**config.mk**
```make
export PLATFORM = sky130hd
export DESIGN_NAME = mult_div_unit_flat
export DESIGN_NICKNAME = d
export VERILOG_FILES = /design/src/rtl/mult_div_unit_if.sv /design/src/rtl/mult_div_unit.sv /design/src/flat_wrapper.sv
export SDC_FILE = /design/constraint.sdc
export NUM_CORES = 1
export LEC_CHECK = 0
export BUFFER_PORTS_ARGS = -buffer_cell sky130_fd_sc_hd__buf_2
export CAP_MARGIN = 20
export CORE_ASPECT_RATIO = 1.1
export CORE_MARGIN = 5
export CORE_UTILIZATION = 40
export DETAILED_ROUTE_END_ITERATION = 10
export SYNTH_ARGS = -nofsm -noshare
export SYNTH_HDL_FRONTEND = slang
export SYNTH_SLANG_ARGS = --single-unit
```
**constraint.sdc**
```tcl
create_clock -name clk -period 3.8 [get_ports clk]
set_clock_uncertainty 0.05 [all_clocks]
set_input_delay 0.76 -clock clk [delete_from_list [all_inputs] [get_ports clk]]
set_output_delay 0.76 -clock clk [all_outputs]
set_load 0.02 [all_outputs]
```
**src/rtl/mult_div_unit_if.sv**
```systemverilog
// Operand/result bundle between the datapath operand registers, the
// multiply/divide unit and the HI/LO write-back path.
interface mult_div_unit_if #(
    parameter int WIDTH = 32
);
    logic             start;
    logic             op;
    logic [WIDTH-1:0] a_in;
    logic [WIDTH-1:0] b_in;
    logic [WIDTH-1:0] hi_out;
    logic [WIDTH-1:0] lo_out;
    logic             busy;
    logic             done;
    logic             zero_exception;

    modport master (
        output start, op, a_in, b_in,
        input  hi_out, lo_out, busy, done, zero_exception
    );

    modport slave (
        input  start, op, a_in, b_in,
        output hi_out, lo_out, busy, done, zero_exception
    );
endinterface

```
**src/rtl/mult_div_unit.sv**
```systemverilog
// Multicycle signed MULT (radix-2 Booth) / DIV (restoring, sign-fixed)
// unit, one iteration per clock, results written into HI/LO.
module mult_div_unit #(
    parameter int WIDTH = 32,
    parameter int ITER  = 32
) (
    input  logic           clk,
    input  logic           reset,
    mult_div_unit_if.slave bus
);
    localparam int CW = $clog2(ITER + 1);

    typedef enum logic [2:0] {IDLE, MCALC, DCALC, FIX, DONE, DZERO} state_t;

    state_t state, next_state;

    logic [2*WIDTH+1:0] prod, prod_step;
    logic [WIDTH:0]     upper, upper_step, b_ext;
    logic [WIDTH:0]     shifted, trial;
    logic [WIDTH-1:0]   b_reg, rem, quo, rem_step, quo_step;
    logic [WIDTH-1:0]   a_abs, b_abs;
    logic [WIDTH-1:0]   hi_r, lo_r;
    logic [CW-1:0]      count;
    logic               op_reg, neg_q, neg_r, last_iter, accept;
    logic               busy_r, done_r, zexc_r;

    assign last_iter = (count == CW'(ITER - 1));
    // A start coinciding with the done pulse is dropped, not queued.
    assign accept    = bus.start && !done_r;
    assign a_abs     = bus.a_in[WIDTH-1] ? -bus.a_in : bus.a_in;
    assign b_abs     = bus.b_in[WIDTH-1] ? -bus.b_in : bus.b_in;

    always_ff @(posedge clk or negedge reset) begin
        if (!reset) state <= IDLE;
        else        state <= next_state;
    end

    always_comb begin
        next_state = state;
        case (state)
            IDLE: begin
                if (accept) begin
                    if (!bus.op)              next_state = MCALC;
                    else if (bus.b_in == '0)  next_state = DZERO;
                    else                      next_state = DCALC;
                end
            end
            MCALC:   if (last_iter) next_state = DONE;
            DCALC:   if (last_iter) next_state = FIX;
            FIX:     next_state = DONE;
            DONE:    next_state = IDLE;
            DZERO:   next_state = IDLE;
            default: next_state = IDLE;
        endcase
    end

    // The Booth upper half carries one guard bit so -2^(W-1) * -2^(W-1)
    // cannot overflow the accumulator before the shift.
    always_comb begin
        upper = prod[2*WIDTH+1:WIDTH+1];
        b_ext = {b_reg[WIDTH-1], b_reg};
        case (prod[1:0])
            2'b01:   upper_step = upper + b_ext;
            2'b10:   upper_step = upper - b_ext;
            default: upper_step = upper;
        endcase
        prod_step = {upper_step[WIDTH], upper_step, prod[WIDTH:1]};
    end

    always_comb begin
        shifted  = {rem, quo[WIDTH-1]};
        trial    = shifted - {1'b0, b_reg};
        rem_step = trial[WIDTH] ? shifted[WIDTH-1:0] : trial[WIDTH-1:0];
        quo_step = {quo[WIDTH-2:0], ~trial[WIDTH]};
    end

    // For DIV, b_reg holds |b| and quo starts as |a|.
    always_ff @(posedge clk or negedge reset) begin
        if (!reset) begin
            prod   <= '0;
            b_reg  <= '0;
            rem    <= '0;
            quo    <= '0;
            count  <= '0;
            op_reg <= 1'b0;
            neg_q  <= 1'b0;
            neg_r  <= 1'b0;
        end else begin
            case (state)
                IDLE: begin
                    if (accept) begin
                        op_reg <= bus.op;
                        count  <= '0;
                        prod   <= {{(WIDTH+1){1'b0}}, bus.a_in, 1'b0};
                        b_reg  <= bus.op ? b_abs : bus.b_in;
                        rem    <= '0;
                        quo    <= a_abs;
                        neg_q  <= bus.a_in[WIDTH-1] ^ bus.b_in[WIDTH-1];
                        neg_r  <= bus.a_in[WIDTH-1];
                    end
                end
                MCALC: begin
                    prod  <= prod_step;
                    count <= count + CW'(1);
                end
                DCALC: begin
                    rem   <= rem_step;
                    quo   <= quo_step;
                    count <= count + CW'(1);
                end
                FIX: begin
                    if (neg_q) quo <= -quo;
                    if (neg_r) rem <= -rem;
                end
                default: ;
            endcase
        end
    end

    always_ff @(posedge clk or negedge reset) begin
        if (!reset) begin
            hi_r   <= '0;
            lo_r   <= '0;
            busy_r <= 1'b0;
            done_r <= 1'b0;
            zexc_r <= 1'b0;
        end else begin
            busy_r <= next_state inside {MCALC, DCALC, FIX, DZERO};
            zexc_r <= (next_state == DZERO);
            done_r <= (state == DONE);
            if (state == DONE) begin
                hi_r <= op_reg ? rem : prod[2*WIDTH:WIDTH+1];
                lo_r <= op_reg ? quo : prod[WIDTH:1];
            end
        end
    end

    assign bus.hi_out         = hi_r;
    assign bus.lo_out         = lo_r;
    assign bus.busy           = busy_r;
    assign bus.done           = done_r;
    assign bus.zero_exception = zexc_r;
endmodule

```
**src/flat_wrapper.sv**
```systemverilog
// flat-port wrapper written by rule: the top's interface ports become plain ports
module mult_div_unit_flat 
#(
    parameter int WIDTH = 32,
    parameter int ITER  = 32
)
  (clk, reset, bus_start, bus_op, bus_a_in, bus_b_in, bus_hi_out, bus_lo_out, bus_busy, bus_done, bus_zero_exception);
  mult_div_unit_if #(.WIDTH(WIDTH)) bus_i ();
  input  logic clk;
  input  logic reset;
  input wire logic [$bits(bus_i.start)-1:0] bus_start;
  input wire logic [$bits(bus_i.op)-1:0] bus_op;
  input wire logic [$bits(bus_i.a_in)-1:0] bus_a_in;
  input wire logic [$bits(bus_i.b_in)-1:0] bus_b_in;
  output wire logic [$bits(bus_i.hi_out)-1:0] bus_hi_out;
  output wire logic [$bits(bus_i.lo_out)-1:0] bus_lo_out;
  output wire logic [$bits(bus_i.busy)-1:0] bus_busy;
  output wire logic [$bits(bus_i.done)-1:0] bus_done;
  output wire logic [$bits(bus_i.zero_exception)-1:0] bus_zero_exception;
  assign bus_i.start = bus_start;
  assign bus_i.op = bus_op;
  assign bus_i.a_in = bus_a_in;
  assign bus_i.b_in = bus_b_in;
  assign bus_hi_out = bus_i.hi_out;
  assign bus_lo_out = bus_i.lo_out;
  assign bus_busy = bus_i.busy;
  assign bus_done = bus_i.done;
  assign bus_zero_exception = bus_i.zero_exception;
  mult_div_unit #(.WIDTH(WIDTH), .ITER(ITER)) u_core (.clk(clk), .reset(reset), .bus(bus_i));
endmodule
```
== Word-level counts from Yosys, hierarchy flattened ==
Index checks and enable logic that the tools add are counted.

* Register bits: 241
* Bits of input ports: 68
* Output and inout bits: 67
* Logic and storage cells: 75

* Add/subtract/negate cells: 8
* Equal/unequal tests: 14
* Muxes and demuxes: 23
* Bitwise operators: 2
* Reduce and logical (&&, ||, !) cells: 14

{| class="wikitable"
|+ Operators by type and width
! operator !! count
|-
| 2-to-1 mux 32 bit || 10
|-
| case mux 32 bit (3 select lines) || 2
|-
| case mux 66 bit (2 select lines) || 1
|-
| negation 32 bit || 4
|-
| 2-to-1 mux 66 bit || 1
|-
| case mux 33 bit (2 select lines) || 1
|-
| adder 33 bit || 1
|-
| subtractor 33 x 32 -> 33 bit || 1
|-
| subtractor 33 bit || 1
|-
| zero test 32 bit || 1
|-
| 2-to-1 mux 3 bit || 5
|-
| equality test 3 x 2 -> 1 bit, second input constant || 4
|-
| case mux 3 bit (4 select lines) || 1
|-
| case mux 6 bit (2 select lines) || 1
|-
| adder 6 x 1 -> 6 bit, second input constant || 1
|-
| equality test 3 x 1 -> 1 bit, second input constant || 2
|-
| equality test 3 bit, second input constant || 2
|-
| equality test 6 x 5 -> 1 bit, second input constant || 1
|-
| 2-to-1 mux 6 bit || 1
|-
| != test 2 x 1 -> 1 bit, second input constant || 3
|-
| AND reduction 2 bit || 3
|-
| AND reduction 3 bit || 2
|-
| nonzero test 2 bit || 2
|-
| nonzero test 4 bit || 1
|-
| other kinds (9) || 9
|}

== Longest topological paths before layout ==
* Depth in word-level cells: 7
* Depth in mapped cells: 19
* Depth with buffers taken out: 18

== Worst setup path after synthesis ==
No wires, ideal clock.

* Path kind: reg2reg
* From: reg u_core.b_reg[6]
* To: reg u_core.prod[64]
* Setup time: 0.129 ns
* Data arrival time: 3.729 ns
* Required time: 3.621 ns
* Setup slack: -0.108 ns
* Cell stages (with the launch flop): 19
* Buffers on the path: 1
* Clock period less this slack: 3.908 ns
* Cells stage by stage: dfrtp_1 nor4_1 nand3_1 nor2_1 and4_1 a41oi_1 xnor2_1 ha_1 clkbuf_1 nand4_1 or2_2 o22ai_1 nor3_1 a21o_1 a31oi_1 a31oi_1 xor2_1 o211ai_1 o31ai_1

* Word-level cells in the longest chain between the ends: 3
* Elaborated cells on any way between the ends: 4
* Classes of those cells: add/sub (2); mux (2)

{| class="wikitable"
|+ Ends and longest elaborated chain
! what !! line !! text
|-
| start: declaration || mult_div_unit.sv:20 || <nowiki>logic [WIDTH-1:0] b_reg, rem, quo, rem_step, quo_step;</nowiki>
|-
| start signal: assignment || mult_div_unit.sv:95 || <nowiki>b_reg <= bus.op ? b_abs : bus.b_in;</nowiki>
|-
| subtractor 33 bit or adder 33 bit (tied branches) || mult_div_unit.sv:64, mult_div_unit.sv:63 ||
|-
| case mux 33 bit (2 select lines) (*) || mult_div_unit.sv:62 || <nowiki>case (prod[1:0])</nowiki>
|-
| case mux 66 bit (2 select lines) (*) || mult_div_unit.sv:89 || <nowiki>case (state)</nowiki>
|-
| end signal: assignment || mult_div_unit.sv:94 || <nowiki>prod <= {{(WIDTH+1){1'b0}}, bus.a_in, 1'b0};</nowiki>
|-
| end signal: assignment || mult_div_unit.sv:103 || <nowiki>prod <= prod_step;</nowiki>
|-
| end: declaration || mult_div_unit.sv:17 || <nowiki>logic [2*WIDTH+1:0] prod, prod_step;</nowiki>
|}

Every way passes the cells marked *; elsewhere a longest branch is shown, timed or not.
A chain may end at the register's enable or synchronous reset.

== Worst setup path after layout ==
* From: reg u_core.b_reg[4]
* To: reg u_core.prod[64]

The elaborated chain is that of the path after synthesis.

==> flow_summary.toml <==
[final_layout]
largest_reg_flops = 65
top_register = "u_core.prod"
drive_above_1_share = 0.182
final_core_util = 0.485
nFillCells = 4181
multi_input_area_sq_um = 11000
seq_area_sq_um = 6010
finalNetCount = 2505
areaGrowthSynthToFinish_pct = 20.3
stdcell_area_sq_um = 20900

[global_route]
grt_pass1_wl_mm = 89.7
grt.overflow.total = 0
grt_pass1_vias = 16100
grt_use_total = 0.228
grt_max_degree = 130
antenna_found_initial = 3

[clock_tree]
clk_pin_slew_worst_paths_ns = 0.06
h-tree-depth = 1
tritoncts = "built"
numCtsBuffers = 28
cts_sinks = 240
clockBufferDepth = 3
cts-root-buf = "clkbuf_16"
clk-insertion-delay-late_ns = 0.59

[die]
rows = 80
start_util = 0.403
core_sq_um = 43100
io_pins = 135
die_w_um = 209
die_y_um = 229
dieArea_sq_um = 47700

[critical_path]
crit_type = "reg2reg"
cp-start-kind = "flop"
cp_max_fo = 4
cp.required_ns = 4.22
endpoint_kind = "flop"
critPathArrivalTime_ns = 4.22

[flow_run]
drv_cap = 0

[yosys]
synth_top_cell_by_area = "dfrtp_1"
async_flop_share = 1.00
yosysTopAreaCellShare = 0.345
synth-edff-count = 0
ys.flop_type = "dfrtp_1"
synth_commonest_cells = "a21oi_1, nor2_1, dfrtp_1"
ys_ff_latch = 240
synth_area_per_cell_sq_um = 7.99
syn_area_sq_um = 17400
synth.most_common_cell = "a21oi_1"
yosysWarningCount = 0
synth.top_cells.by_area = "dfrtp_1, a21oi_1, xnor2_1"
syn_inst = 2175
synth_nets = 2316
yosysSeqAreaShare = 0.345
ys_types = 70

[drt]
num_vias = 17000
drc_errors = 0
detail_route.first_pass.iterations = 5
drtAntennaViolNets = 0
via_per_inst = 5.73
routed_wl_mm = 57.2
avgRoutedWirePerCell_um = 19.3
first_iter_violations = 1121

[sta]
fin_crit_sh = 1.00
relSlewSlack = 0.379
rsz0062_at_grt = "yes"
maxSlewViolCount = 0
max_freq_mhz = 263
tightest_slew_ns = 0.928
setup_viol = 0
setup-tns-final_ns = 0
final.min_clock_period_ns = 3.80
finalHoldViolCount = 0
setup_slack_ns = 0.000688

[place]
gp_congestion = 0.926
pre_cts_slack_ns = -0.278
placed_area_sq_um = 19500
dp_hpwl_mm = 42.1
port_buffers = 134

[power_and_ir_drop]
ir_worst_vdd_mv = 0.508
powerDensity_nw_per_um2 = 1090
leakage_nw = 9.16

[worst_hold_path]
hp-class = "in2async"

[outcome]
outcome = "finished clean"
-- final cells by class --
cell class | count | area share
diodes | 1 | 0.000120
clock buffers | 40 | 0.0390
clock inverters | 11 | 0.00610
inverters | 68 | 0.0122
multi-input cells | 1735 | 0.528
flip-flops and latches | 240 | 0.287
well taps | 574 | 0.0343
repair buffers | 291 | 0.0931
-- worst max-delay path, cell delays in order (launching register included) --
cell	delay (ns)
dfrtp_1	0.42
nor4_4	0.30
nand3_1	0.10
nor2_1	0.10
buf_4	0.13
and3_4	0.19
buf_6	0.11
a31oi_4	0.08
xnor2_1	0.13
ha_1	0.37
nand4_1	0.13
or2_4	0.27
nor2_1	0.12
o21ai_1	0.10
a21o_1	0.25
a31oi_4	0.23
a31oi_1	0.12
xor2_1	0.18
buf_4	0.15
o31ai_1	0.17
-- logic make-up after synthesis --
| kind of cell | share of synthesized area |
|---|---|
| and+or+nand+nor | 0.198 |
| adders and majority gates | 0.0534 |
| xor gates and xnor gates | 0.0756 |
| AOI/OAI and AO/OA | 0.236 |
| buffers and inverters | 0.0433 |
| muxes | 0.0490 |
| DFF | 0.345 |
-- layer usage --
layer	global-route usage	wire length, um	vias to the layer above
li1	-	-	8174
met5	0	13	-
met1	0.297	24700	8227
met3	0.0257	2560	95
met4	0.0749	1930	2
met2	0.396	28000	467
-- metrics by stage --
step                      cells  power (mW)  hold slack, ns
after floorplan            2175        14.5           0.392
after global placement     2890        18.9           0.414
after detailed placement   2890        19.1           0.417
after CTS                  2941        22.1          0.0945
after global routing       2960        24.8           0.115
final                      2960        22.9          0.0736
-- cells in the final DEF (no fill, tap or decap), types with 19 or more instances in the layout --
master       n
xor2_1      39
nand3_1     65
ha_1        70
clkbuf_16   28
buf_4      145
inv_1       65
xnor2_1    107
a31oi_1     59
nand2b_1    21
buf_2      133
or3_1       19
nor3_1      43
mux2i_1     84
nor2_1     240
a21oi_1    234
a21o_1      28
dfrtp_1    239
o21ai_0    176
nand2_1    222
-- power breakdown --
group / internal [mW] / leakage [nW] / total (mW) / switching, mW
clock: 1.63 / 0.457 / 2.79 / 1.16
combinational: 6.42 / 5.76 / 15.0 / 8.58
sequential: 3.74 / 2.94 / 5.10 / 1.35
total: 11.8 / 9.16 / 22.9 / 11.1
-- what timing repair did --
item,4_1_cts,5_1_grt
setup endpoints to repair,10,34
resized for setup,19,72
hold buffers,0,0
buffers inserted,0,18
pin swaps,3,51
-- worst paths after layout --
path	from	to	slack [ns]	depth (start not counted)
worst max-delay path	u_core.b_reg[4]	u_core.prod[64]	0.0007	19
worst min-delay path	reset	u_core.prod[36]	0.07	1
worst max register to register	u_core.b_reg[4]	u_core.prod[64]	0.0007	19
worst min register to register	u_core.neg_r	u_core.neg_r	0.43	2
max in group asynchronous	reset	u_core.quo[10]	2.75	2
min in group clk	bus_a_in[21]	u_core.prod[22]	0.40	3
Note: power is estimated with default switching activity, not from simulation.
